$ cat src/rtl/fpu_div_pkg.sv
// Shared widths and FSM encoding for the 8/4 restoring divider.
// Imported by the divider top and its iteration step.
package fpu_div_pkg;

    localparam int DVD_W = 8;
    localparam int DVS_W = 4;
    localparam int PR_W  = 5;
    localparam int CNT_W = 3;

    typedef enum logic [1:0] {
        IDLE = 2'd0,
        BUSY = 2'd1,
        DONE = 2'd2
    } state_t;

endpackage

$ cat src/rtl/div_step.sv
// One restoring division iteration: shift in a dividend bit,
// then trial-subtract the divisor.
module div_step
    import fpu_div_pkg::*;
(
    input  logic [PR_W-1:0]  pr,
    input  logic             dbit,
    input  logic [DVS_W-1:0] divisor,
    output logic [PR_W-1:0]  pr_next,
    output logic             qbit
);

    logic [PR_W-1:0] shifted;
    logic [PR_W-1:0] dvs_ext;

    always_comb begin
        shifted = {pr[PR_W-2:0], dbit};
        dvs_ext = {1'b0, divisor};
        qbit    = (shifted >= dvs_ext);
        pr_next = qbit ? (shifted - dvs_ext) : shifted;
    end

endmodule

$ cat src/rtl/restoring_divider8.sv
// 8-bit by 4-bit unsigned restoring divider, one quotient bit per cycle,
// with valid/ready handshakes on both operand and result sides.
module restoring_divider8
    import fpu_div_pkg::*;
(
    input  logic             clk,
    input  logic             rst,
    input  logic             in_valid,
    output logic             in_ready,
    input  logic [DVD_W-1:0] dividend,
    input  logic [DVS_W-1:0] divisor,
    output logic             out_valid,
    input  logic             out_ready,
    output logic [DVD_W-1:0] quotient,
    output logic [DVS_W-1:0] remainder,
    output logic             dbz
);

    state_t           state;
    state_t           state_nx;
    logic [CNT_W-1:0] cnt;
    logic [PR_W-1:0]  pr;
    logic [PR_W-1:0]  pr_nx;
    logic [DVD_W-1:0] dvd;
    logic [DVS_W-1:0] dvs;
    logic             qbit;

    // dvd doubles as the quotient shift register: dividend bits leave
    // at the top while quotient bits enter at the bottom.
    div_step u_step (
        .pr      (pr),
        .dbit    (dvd[DVD_W-1]),
        .divisor (dvs),
        .pr_next (pr_nx),
        .qbit    (qbit)
    );

    assign in_ready  = (state == IDLE);
    assign out_valid = (state == DONE);

    always_ff @(posedge clk or posedge rst) begin
        if (rst) begin
            state <= IDLE;
        end else begin
            state <= state_nx;
        end
    end

    always_comb begin
        state_nx = state;
        unique case (state)
            IDLE: begin
                if (in_valid) begin
                    state_nx = (divisor == '0) ? DONE : BUSY;
                end
            end
            BUSY: begin
                if (cnt == '0) begin
                    state_nx = DONE;
                end
            end
            DONE: begin
                if (out_ready) begin
                    state_nx = IDLE;
                end
            end
            default: state_nx = IDLE;
        endcase
    end

    always_ff @(posedge clk or posedge rst) begin
        if (rst) begin
            cnt       <= '0;
            pr        <= '0;
            dvd       <= '0;
            dvs       <= '0;
            quotient  <= '0;
            remainder <= '0;
            dbz       <= 1'b0;
        end else begin
            unique case (state)
                IDLE: begin
                    if (in_valid) begin
                        dvd <= dividend;
                        dvs <= divisor;
                        pr  <= '0;
                        if (divisor == '0) begin
                            quotient  <= '1;
                            remainder <= '0;
                            dbz       <= 1'b1;
                        end else begin
                            cnt <= 3'd7;
                        end
                    end
                end
                BUSY: begin
                    pr  <= pr_nx;
                    dvd <= {dvd[DVD_W-2:0], qbit};
                    if (cnt == '0) begin
                        quotient  <= {dvd[DVD_W-2:0], qbit};
                        remainder <= pr_nx[DVS_W-1:0];
                        dbz       <= 1'b0;
                    end else begin
                        cnt <= cnt - 3'd1;
                    end
                end
                default: begin
                end
            endcase
        end
    end

endmodule

$ cat config.mk
export PLATFORM = sky130hd
export DESIGN_NAME = restoring_divider8
export DESIGN_NICKNAME = d
export VERILOG_FILES = /design/src/rtl/fpu_div_pkg.sv /design/src/rtl/div_step.sv /design/src/rtl/restoring_divider8.sv
export SDC_FILE = /design/constraint.sdc
export NUM_CORES = 1
export LEC_CHECK = 0
export CORE_ASPECT_RATIO = 0.7
export CORE_MARGIN = 4
export CORE_UTILIZATION = 30
export CTS_CLUSTER_DIAMETER = 60
export CTS_CLUSTER_SIZE = 28
export DETAILED_ROUTE_END_ITERATION = 7
export PLACE_DENSITY = 0.49
export SLEW_MARGIN = 20
export SYNTH_ARGS = -nofsm -noshare
export SYNTH_HDL_FRONTEND = slang
export SYNTH_SLANG_ARGS = --single-unit
$ cat constraint.sdc
create_clock -name clk -period 4.8 [get_ports clk]
set_input_delay 0.96 -clock clk [delete_from_list [all_inputs] [get_ports clk]]
set_output_delay 0.96 -clock clk [all_outputs]
set_load 0.01 [all_outputs]
==> flow_summary.html, run 1 <==
<table>
<tr><th>Metric</th><th>Value</th></tr>
<tr><th colspan="2">Die</th></tr>
<tr><td>Floorplan Core Area</td><td>~0.0054 mm^2</td></tr>
<tr><td>Site row count</td><td>22</td></tr>
<tr><td>Starting Density</td><td>about a third</td></tr>
<tr><td>Overall die area</td><td>0.00697 mm^2</td></tr>
<tr><td>IO Pins</td><td>31</td></tr>
<tr><td>Die boundary height</td><td>between 70 and 80 um</td></tr>
<tr><td>Horizontal die dimension</td><td>a little under 100 um</td></tr>
<tr><th colspan="2">Pwr</th></tr>
<tr><td>Flop pwr share</td><td>approximately a third</td></tr>
<tr><td>Leakage power figure</td><td>approximately 0.96 nW</td></tr>
<tr><td>Part of the power in the clock network</td><td>around 12%</td></tr>
<tr><td>Power Dens Cells</td><td>between 700 and 800 mW/mm^2</td></tr>
<tr><td>Maximum VDD drop</td><td>0.240 mV</td></tr>
<tr><td>Switching power</td><td>about 0.65 mW</td></tr>
<tr><td>Cell-internal power</td><td>between 0.9 and 1 mW</td></tr>
<tr><td>Share of total power in combinational logic</td><td>55.0%</td></tr>
<tr><td>Net switching fraction of the power</td><td>roughly two fifths</td></tr>
<tr><th colspan="2">Global routing</th></tr>
<tr><td>Met2 capacity usage during global routing</td><td>between 10% and 20%</td></tr>
<tr><td>Met3 Resource Use GR</td><td>4.83%</td></tr>
<tr><td>GRT Total Usage</td><td>11.7%</td></tr>
<tr><td>Maximum number of pins on one net before global-route repair</td><td>35</td></tr>
<tr><td>M1 GR Usage</td><td>17.4%</td></tr>
<tr><td>Global-route wire length before repair</td><td>6.52 mm</td></tr>
<tr><td>Global routing's busiest layer</td><td>met1</td></tr>
<tr><td>Antenna violations before repair</td><td>0</td></tr>
<tr><td>Total overflow reported by the global router</td><td>0</td></tr>
<tr><td>Vias in the first global route</td><td>between 1000 and 1500</td></tr>
<tr><th colspan="2">Timing</th></tr>
<tr><td>Fin crit period</td><td>roughly 2.7 ns</td></tr>
<tr><td>Total count of hold-check failures in the final report</td><td>0</td></tr>
<tr><td>Total Negative Setup Slacks</td><td>0 ns</td></tr>
<tr><td>Worst slew pin tran</td><td>between 0.9 and 1 ns</td></tr>
<tr><td>Highest achievable clock rate</td><td>377 MHz</td></tr>
<tr><td>Number of pins exceeding their max-slew limit in the final report</td><td>0</td></tr>
<tr><td>Final setup margin</td><td>approximately 2.1 ns</td></tr>
<tr><td>Slew HR</td><td>between 30% and 40%</td></tr>
<tr><td>Min Hold Slack</td><td>0.489 ns</td></tr>
<tr><td>Setup repair after global routing missed its margin</td><td>no</td></tr>
<tr><td>Share of the clock period used by the worst path after layout</td><td>a little under three fifths</td></tr>
<tr><td>Worst clock skew on the final layout</td><td>between 0.003 and 0.004 ns</td></tr>
<tr><td>Final setup violating endpoints</td><td>0</td></tr>
<tr><th colspan="2">Cells and area</th></tr>
<tr><td>Layout filler cell count</td><td>approximately 550</td></tr>
<tr><td>Final net count</td><td>between 200 and 250</td></tr>
<tr><td>Layout-stage area growth over the synthesis result</td><td>24.7%</td></tr>
<tr><td>Final Core Density</td><td>approximately two fifths</td></tr>
<tr><td>Combined flip-flop and latch cell area</td><td>roughly 850 um^2</td></tr>
<tr><td>Layout cell share with drive strength beyond 1</td><td>roughly 7.7%</td></tr>
<tr><td>Cell area after layout</td><td>roughly 0.0021 mm^2</td></tr>
<tr><td>Multi-input gate area</td><td>about 760 um^2</td></tr>
<tr><td>ANT cells</td><td>0</td></tr>
<tr><th colspan="2">Routing</th></tr>
<tr><td>Number of detailed-routing iterations run before antenna repair</td><td>4</td></tr>
<tr><td>Post-route antenna net violation count</td><td>0</td></tr>
<tr><td>Number of design rule violations left after detail routing</td><td>0</td></tr>
<tr><td>Drt total wl</td><td>3.76 mm</td></tr>
<tr><td>Ratio of routed vias to standard cells</td><td>4.66</td></tr>
<tr><td>Wire length per cell after detailed routing</td><td>between 10 and 15 um</td></tr>
<tr><td>Drt initial violations</td><td>between 70 and 80</td></tr>
<tr><td>Number of vias in the routed layout</td><td>around 1300</td></tr>
<tr><th colspan="2">Clock tree</th></tr>
<tr><td>Resize count post-CTS</td><td>0</td></tr>
<tr><td>Insertion delay to the later sink of the worst-skew pair</td><td>about 0.27 ns</td></tr>
<tr><td>TritonCTS Sinks</td><td>34</td></tr>
<tr><td>Clock-pin slew on the worst setup and hold paths</td><td>around 0.070 ns</td></tr>
<tr><td>Buffers inserted during post-CTS setup optimization</td><td>0</td></tr>
<tr><td>Clock tree from TritonCTS</td><td>built</td></tr>
<tr><td>Quantity of hold-fixing buffers added after cts</td><td>0</td></tr>
<tr><td>CTS Buffer Depth</td><td>2</td></tr>
<tr><td>CTS root buf</td><td>sky130_fd_sc_hd__clkbuf_8</td></tr>
<tr><td>TritonCTS Buffers</td><td>5</td></tr>
<tr><td>CTS H-tree depth</td><td>2</td></tr>
<tr><th colspan="2">Yosys</th></tr>
<tr><td>Top cells by area, synth</td><td>sky130_fd_sc_hd__dfrtp_1, sky130_fd_sc_hd__nand2_1, sky130_fd_sc_hd__o21ai_1, sky130_fd_sc_hd__ha_1, sky130_fd_sc_hd__a31oi_1</td></tr>
<tr><td>Netlist area before placement</td><td>around 0.0017 mm^2</td></tr>
<tr><td>Async set or reset register ratio after synthesis</td><td>between 90% and 100%</td></tr>
<tr><td>Net count after synthesis</td><td>about 200</td></tr>
<tr><td>Most used flip-flop cell after synthesis</td><td>sky130_fd_sc_hd__dfrtp_1</td></tr>
<tr><td>Post-synth cell types</td><td>40</td></tr>
<tr><td>Synthesized flop and latch total</td><td>34</td></tr>
<tr><td>Avg Inst Size Synth</td><td>between 9 and 10 um^2</td></tr>
<tr><td>Share of the synthesized area in the top cell type</td><td>about half</td></tr>
<tr><td>Number of synthesized flops with an enable pin</td><td>0</td></tr>
<tr><td>Cell type with the highest aggregate area in the netlist</td><td>sky130_fd_sc_hd__dfrtp_1</td></tr>
<tr><td>Number of warnings issued by yosys</td><td>0</td></tr>
<tr><td>Proportion of synthesized chip area in sequential cells</td><td>between 40% and 50%</td></tr>
<tr><td>Gate Count Post-Synth</td><td>roughly 180</td></tr>
<tr><th colspan="2">Placement</th></tr>
<tr><td>Area post-placement</td><td>about 0.002 mm^2</td></tr>
<tr><td>Placement-stage worst setup slack</td><td>about 1.8 ns</td></tr>
<tr><td>RD Place Congestion</td><td>0.755</td></tr>
<tr><td>Count of buffers from port buffering</td><td>30</td></tr>
<tr><td>HPWL after DPL</td><td>between 2 and 3 mm</td></tr>
<tr><th colspan="2">Setup path</th></tr>
<tr><td>WP data arrival</td><td>around 2.8 ns</td></tr>
<tr><td>Cells along the critical path</td><td>clkdlybuf4s50_1 &gt; nor4_2 &gt; nand3b_1 &gt; a21o_1 &gt; a22o_1</td></tr>
<tr><td>Slowest Stage Delay on Critical Path</td><td>0.48 ns</td></tr>
<tr><td>Largest driver fanout on the critical path</td><td>27</td></tr>
<tr><td>Kind of cell with the highest combined delay on the critical path</td><td>compound AO/OA/AOI/OAI gates</td></tr>
<tr><td>Critical-path cell with the highest stage delay</td><td>sky130_fd_sc_hd__a21o_1</td></tr>
<tr><td>Req. time, crit path</td><td>4.97 ns</td></tr>
<tr><td>Kind of start point of the critical path</td><td>input pin</td></tr>
<tr><td>Critical path capture point type</td><td>register</td></tr>
<tr><td>Count of buffer and inverter cells on the critical path</td><td>1</td></tr>
<tr><td>Class of the most critical setup path</td><td>in -&gt; reg</td></tr>
<tr><th colspan="2">Min path</th></tr>
<tr><td>Class of the tightest hold or removal check</td><td>reg -&gt; reg</td></tr>
<tr><th colspan="2">Outcome</th></tr>
<tr><td>Result of the run</td><td>complete, no violations</td></tr>
<tr><th colspan="2">Flow run</th></tr>
<tr><td>MaxCap Viol Count</td><td>0</td></tr>
</table>
-- layout by cell type, fill, tap and decap left out, types with 2 or more instances in the layout --
cell / instances
sky130_fd_sc_hd__clkbuf_1: 2
sky130_fd_sc_hd__o22ai_1: 2
sky130_fd_sc_hd__nand2b_1: 2
sky130_fd_sc_hd__nand2_1: 41
sky130_fd_sc_hd__nor2_1: 13
sky130_fd_sc_hd__o21ai_1: 17
sky130_fd_sc_hd__a21o_1: 2
sky130_fd_sc_hd__nor2b_1: 2
sky130_fd_sc_hd__clkbuf_8: 5
sky130_fd_sc_hd__nor3_1: 3
sky130_fd_sc_hd__a31oi_1: 9
sky130_fd_sc_hd__clkdlybuf4s50_1: 30
sky130_fd_sc_hd__inv_1: 11
sky130_fd_sc_hd__ha_1: 6
sky130_fd_sc_hd__dfrtp_1: 34
sky130_fd_sc_hd__mux2_4: 2
sky130_fd_sc_hd__nor2_2: 2
sky130_fd_sc_hd__and3_1: 2
sky130_fd_sc_hd__o31ai_2: 2
-- logic make-up (layout without fill, tap and decap cells) --
group / Yosys count / in the layout / synth area share [%]
compound gates: 43 / 43 / 17.6
fa+ha+maj: 7 / 7 / 5.58
xor+xnor: 2 / 2 / 1.03
flops: 34 / 34 / 49.9
mux: 3 / 3 / 2.35
buf+inv: 19 / 49 / 5.58
simple gates: 70 / 70 / 17.9
-- sequential cells by signal, summed over array words and instances, names as in the netlist --
signal / flops
cnt: 3
dbz: 1
dvd: 8
dvs: 4
pr: 4
quotient: 8
remainder: 4
state: 2
-- final timing paths --
kind	start	to	slack, ns	depth (start not counted)
max	divisor[1]	remainder[3]	2.15	5
min	dbz	dbz	0.49	2
max reg2reg	state[1]	cnt[2]	2.72	5
min reg2reg	dbz	dbz	0.49	2
max in group asynchronous	rst	pr[1]	3.39	3
min in group asynchronous	rst	quotient[5]	1.10	3
-- per-stage QoR --
stage / power, mW / std cells
after global routing: 1.75 / 280
after CTS: 1.61 / 280
after floorplan: 1.13 / 178
final: 1.58 / 280
after detailed placement: 1.41 / 273
after global placement: 1.38 / 273
-- tightest hold or removal path: stages, from the launching register on --
cell and delay (ns):
sky130_fd_sc_hd__dfrtp_1 0.34, sky130_fd_sc_hd__nand2_1 0.05, sky130_fd_sc_hd__o21ai_1 0.06
-- Yosys cell counts, types with 2 or more instances --
master,n
sky130_fd_sc_hd__nand2_1,41
sky130_fd_sc_hd__dfrtp_1,34
sky130_fd_sc_hd__o21ai_1,17
sky130_fd_sc_hd__nor2_1,13
sky130_fd_sc_hd__inv_1,11
sky130_fd_sc_hd__a31oi_1,9
sky130_fd_sc_hd__ha_1,6
sky130_fd_sc_hd__buf_2,4
sky130_fd_sc_hd__nor3_1,3
sky130_fd_sc_hd__a21o_1,2
sky130_fd_sc_hd__and3_1,2
sky130_fd_sc_hd__buf_6,2
sky130_fd_sc_hd__mux2_4,2
sky130_fd_sc_hd__nand2b_1,2
sky130_fd_sc_hd__nor2_2,2
sky130_fd_sc_hd__nor2b_1,2
sky130_fd_sc_hd__o22ai_1,2
sky130_fd_sc_hd__o31ai_2,2
-- layer usage --
metal	wire length (um)	part of all wire (%)
met1	1880	50
met3	294	7.8
met2	1590	42
met5	0	0
met4	0	0
-- final cells by class --
cell class	instances	area share, %
Sequential cell	34	40.0
Multi-Input combinational cell	125	35.7
Timing Repair Buffer	31	14.5
Tap cell	72	4.24
Clock buffer	7	3.59
Inverter	11	1.94
-- power groups by stage --
stage | sequential [mW] | clock [mW] | combinational, mW
after detailed placement | 0.524 | 0 | 0.882
after CTS | 0.519 | 0.203 | 0.884
after floorplan | 0.526 | 0 | 0.608
after global placement | 0.517 | 0 | 0.868
final | 0.517 | 0.194 | 0.870
after global routing | 0.537 | 0.219 | 0.989
Power figures use the tool's default switching activity.
==> inputs of run 2 (changes only) <==
--- a/config.mk
+++ b/config.mk
@@ -11,7 +11,7 @@
 export CTS_CLUSTER_DIAMETER = 60
 export CTS_CLUSTER_SIZE = 28
 export DETAILED_ROUTE_END_ITERATION = 7
-export PLACE_DENSITY = 0.49
+export PLACE_DENSITY = 0.5
 export SLEW_MARGIN = 20
 export SYNTH_ARGS = -nofsm -noshare
 export SYNTH_HDL_FRONTEND = slang
==> constraint.sdc (replaced) <==
create_clock -name clk -period 2.17 [get_ports clk]
set_input_delay 0.434 -clock clk [delete_from_list [all_inputs] [get_ports clk]]
set_output_delay 0.434 -clock clk [all_outputs]
set_load 0.01 [all_outputs]
==> flow_summary.html, run 2 (synthesis results as in run 1) <==
<table>
<tr><th>Metric</th><th>Value</th></tr>
<tr><th colspan="2">Clock tree</th></tr>
<tr><td>CTS root buf</td><td>sky130_fd_sc_hd__clkbuf_8</td></tr>
<tr><td>TritonCTS Sinks</td><td>34 (unchanged)</td></tr>
<tr><td>Resize count post-CTS</td><td>0 (unchanged)</td></tr>
<tr><td>CTS Buffer Depth</td><td>2 (unchanged)</td></tr>
<tr><td>Insertion delay to the later sink of the worst-skew pair</td><td>0.28 ns (about the same)</td></tr>
<tr><td>Buffers inserted during post-CTS setup optimization</td><td>0 (unchanged)</td></tr>
<tr><td>Clock-pin slew on the worst setup and hold paths</td><td>0.07 ns (about the same)</td></tr>
<tr><td>CTS H-tree depth</td><td>2 (unchanged)</td></tr>
<tr><td>Quantity of hold-fixing buffers added after cts</td><td>0 (unchanged)</td></tr>
<tr><td>TritonCTS Buffers</td><td>5 (unchanged)</td></tr>
<tr><td>Clock tree from TritonCTS</td><td>built</td></tr>
<tr><th colspan="2">Setup path</th></tr>
<tr><td>Critical path capture point type</td><td>register</td></tr>
<tr><td>WP data arrival</td><td>2.15 ns (-0.67 ns)</td></tr>
<tr><td>Kind of start point of the critical path</td><td>register</td></tr>
<tr><td>Slowest Stage Delay on Critical Path</td><td>0.41 ns (-0.07 ns)</td></tr>
<tr><td>Reg-to-reg critical path startpoint</td><td>pr[1]</td></tr>
<tr><td>Largest driver fanout on the critical path</td><td>5 (-81%)</td></tr>
<tr><td>Class of the most critical setup path</td><td>reg -&gt; reg</td></tr>
<tr><td>Count of buffer and inverter cells on the critical path</td><td>0 (-1)</td></tr>
<tr><td>Cells along the critical path</td><td>ha_1 &gt; a21o_1 &gt; a31oi_1 &gt; nor3_1 &gt; o21a_1 &gt; a221o_1</td></tr>
<tr><td>FF-to-FF path depth</td><td>6 (+1)</td></tr>
<tr><td>Kind of cell with the highest combined delay on the critical path</td><td>compound AO/OA/AOI/OAI gates</td></tr>
<tr><td>Critical-path cell with the highest stage delay</td><td>sky130_fd_sc_hd__dfrtp_1</td></tr>
<tr><td>Req. time, crit path</td><td>2.34 ns (-2.63 ns)</td></tr>
<tr><td>Setup slack of the most critical reg-to-reg path</td><td>0.19 ns (-2.53 ns)</td></tr>
<tr><td>Reg-to-reg critical path endpoint</td><td>pr[3]</td></tr>
<tr><th colspan="2">Placement</th></tr>
<tr><td>Count of placed standard cells including taps</td><td>279 (+2.2%)</td></tr>
<tr><td>HPWL after DPL</td><td>2.96 mm (+6.9%)</td></tr>
<tr><td>Area post-placement</td><td>0.00211 mm^2 (+2.8%)</td></tr>
<tr><td>RD Place Congestion</td><td>0.798 (+5.7%)</td></tr>
<tr><td>Count of buffers from port buffering</td><td>30 (unchanged)</td></tr>
<tr><th colspan="2">Cells and area</th></tr>
<tr><td>ANT cells</td><td>0 (unchanged)</td></tr>
<tr><td>Layout-stage area growth over the synthesis result</td><td>28.9%</td></tr>
<tr><td>Commonest cells after routing, fill and taps aside</td><td>sky130_fd_sc_hd__nand2_1, sky130_fd_sc_hd__dfrtp_1, sky130_fd_sc_hd__clkdlybuf4s50_1</td></tr>
<tr><td>Leading cell type in the layout, fill and taps excluded</td><td>sky130_fd_sc_hd__nand2_1</td></tr>
<tr><td>Cell area after layout</td><td>0.00220 mm^2 (+3.4%)</td></tr>
<tr><td>Layout cell share with drive strength beyond 1</td><td>11.2% (+3.5 points)</td></tr>
<tr><td>Layout filler cell count</td><td>560 (+1.3%)</td></tr>
<tr><td>Final net count</td><td>237 (+2.6%)</td></tr>
<tr><td>Biggest regs</td><td>dvd (8), quotient (8)</td></tr>
<tr><td>Final Core Density</td><td>40.9% (+1.4 points)</td></tr>
<tr><td>Final non-filler cell total</td><td>287 (+2.5%)</td></tr>
<tr><th colspan="2">Die</th></tr>
<tr><td>Site row count</td><td>22 (unchanged)</td></tr>
<tr><td>Horizontal die dimension</td><td>98.1 um (unchanged)</td></tr>
<tr><td>Die boundary height</td><td>71.1 um (unchanged)</td></tr>
<tr><td>Starting Density</td><td>31.7% (unchanged)</td></tr>
<tr><td>IO Pins</td><td>31 (unchanged)</td></tr>
<tr><td>Overall die area</td><td>0.00697 mm^2 (unchanged)</td></tr>
<tr><td>Floorplan Core Area</td><td>0.00537 mm^2 (unchanged)</td></tr>
<tr><th colspan="2">Timing</th></tr>
<tr><td>Number of pins exceeding their max-slew limit in the final report</td><td>0 (unchanged)</td></tr>
<tr><td>Setup repair after global routing missed its margin</td><td>no</td></tr>
<tr><td>Slew HR</td><td>70.3% (+33 points)</td></tr>
<tr><td>Worst slew pin tran</td><td>0.445 ns (-0.490 ns)</td></tr>
<tr><td>Share of the clock period used by the worst path after layout</td><td>just over 90%</td></tr>
<tr><td>Total Negative Setup Slacks</td><td>0 ns (unchanged)</td></tr>
<tr><td>Highest achievable clock rate</td><td>slightly above 500 MHz</td></tr>
<tr><td>Total count of hold-check failures in the final report</td><td>0 (unchanged)</td></tr>
<tr><td>Worst clock skew on the final layout</td><td>0.00481 ns (+0.00109 ns)</td></tr>
<tr><td>Fin crit period</td><td>just under 2 ns</td></tr>
<tr><td>Final setup violating endpoints</td><td>0 (unchanged)</td></tr>
<tr><th colspan="2">Routing</th></tr>
<tr><td>Drt total wl</td><td>3.95 mm (+5.0%)</td></tr>
<tr><td>Number of detailed-routing iterations run before antenna repair</td><td>4 (unchanged)</td></tr>
<tr><td>Number of design rule violations left after detail routing</td><td>0 (unchanged)</td></tr>
<tr><td>Number of vias in the routed layout</td><td>1323 (+1.3%)</td></tr>
<tr><td>Post-route antenna net violation count</td><td>0 (unchanged)</td></tr>
<tr><td>Ratio of routed vias to standard cells</td><td>4.61 (-1.2%)</td></tr>
<tr><td>Wire length per cell after detailed routing</td><td>13.8 um (+2.5%)</td></tr>
<tr><td>Drt initial violations</td><td>54 (-29%)</td></tr>
<tr><th colspan="2">Min path</th></tr>
<tr><td>Critical hold path startpoint</td><td>quotient[7]</td></tr>
<tr><td>Class of the tightest hold or removal check</td><td>reg -&gt; reg</td></tr>
<tr><td>Hold Path End</td><td>quotient[7]</td></tr>
<tr><td>Worst hold path cell count</td><td>2 (unchanged)</td></tr>
<tr><th colspan="2">Global routing</th></tr>
<tr><td>Maximum number of pins on one net before global-route repair</td><td>35 (unchanged)</td></tr>
<tr><td>Vias in the first global route</td><td>1246 (-3.3%)</td></tr>
<tr><td>Global-route wire length before repair</td><td>6.45 mm (-1.1%)</td></tr>
<tr><td>Antenna violations before repair</td><td>0 (unchanged)</td></tr>
<tr><td>Total overflow reported by the global router</td><td>0 (unchanged)</td></tr>
<tr><td>GRT Total Usage</td><td>11.7% (+0.045 points)</td></tr>
<tr><th colspan="2">Pwr</th></tr>
<tr><td>Power Dens Cells</td><td>1650 mW/mm^2 (+120%)</td></tr>
<tr><td>Leakage power figure</td><td>1.00 nW (+4.7%)</td></tr>
<tr><td>Overall power of the completed layout</td><td>3.62 mW (+130%)</td></tr>
<tr><td>Maximum VDD drop</td><td>0.555 mV (+130%)</td></tr>
<tr><th colspan="2">Flow run</th></tr>
<tr><td>MaxCap Viol Count</td><td>0 (unchanged)</td></tr>
<tr><th colspan="2">Outcome</th></tr>
<tr><td>Result of the run</td><td>complete, no violations</td></tr>
</table>
[run 2: per-layer routing]
| metal | global-route usage, % | share of wire, % | vias to the layer above |
|---|---|---|---|
| li1 | - | - | 685 |
| met1 | 19.4 | 59 | 604 |
| met2 | 14.6 | 35 | 34 |
| met3 | 3.74 | 6.2 | 0 |
| met4 | 1.84 | 0 | 0 |
| met5 | 0 | 0 | - |
[run 2: area by class of cell]
type	count	area, um^2	area share, %
clock buffer	7	86.3	3.93
clock inverter	1	5.00	0.228
inverter	11	41.3	1.88
multi-input combinational	125	758	34.5
sequential	34	851	38.7
tap	72	90.1	4.10
timing repair buffer	37	365	16.6
[run 2: worst reg2reg max path: stages (launching register included)]
cell                      delay (ns)
sky130_fd_sc_hd__dfrtp_1        0.41
sky130_fd_sc_hd__ha_1           0.37
sky130_fd_sc_hd__a21o_1         0.17
sky130_fd_sc_hd__a31oi_1        0.35
sky130_fd_sc_hd__nor3_1         0.13
sky130_fd_sc_hd__o21a_1         0.19
sky130_fd_sc_hd__a221o_1        0.25
[run 2: power by group]
part           internal (mW)  switching (mW)
combinational          0.931            1.07
sequential             0.947           0.184
clock                  0.256           0.228
total                   2.13            1.49
[run 2: worst max path at each step]
stage	from	end	slack (ns)	cells after the start
after global routing	pr[1]	pr[3]	0.09	6
after floorplan	pr[1]	remainder[0]	0.37	6
after CTS	state[0]	out_valid	0.18	3
final	pr[1]	pr[3]	0.19	6
after global placement	divisor[1]	remainder[3]	0.11	6
after detailed placement	divisor[1]	remainder[3]	0.09	6
[run 2: stage by stage]
stage,setup slack (ns),hold slack [ns]
after floorplan,0.366,0.452
after global placement,0.109,0.468
after detailed placement,0.0864,0.473
after CTS,0.183,0.490
after global routing,0.0885,0.505
final,0.192,0.482
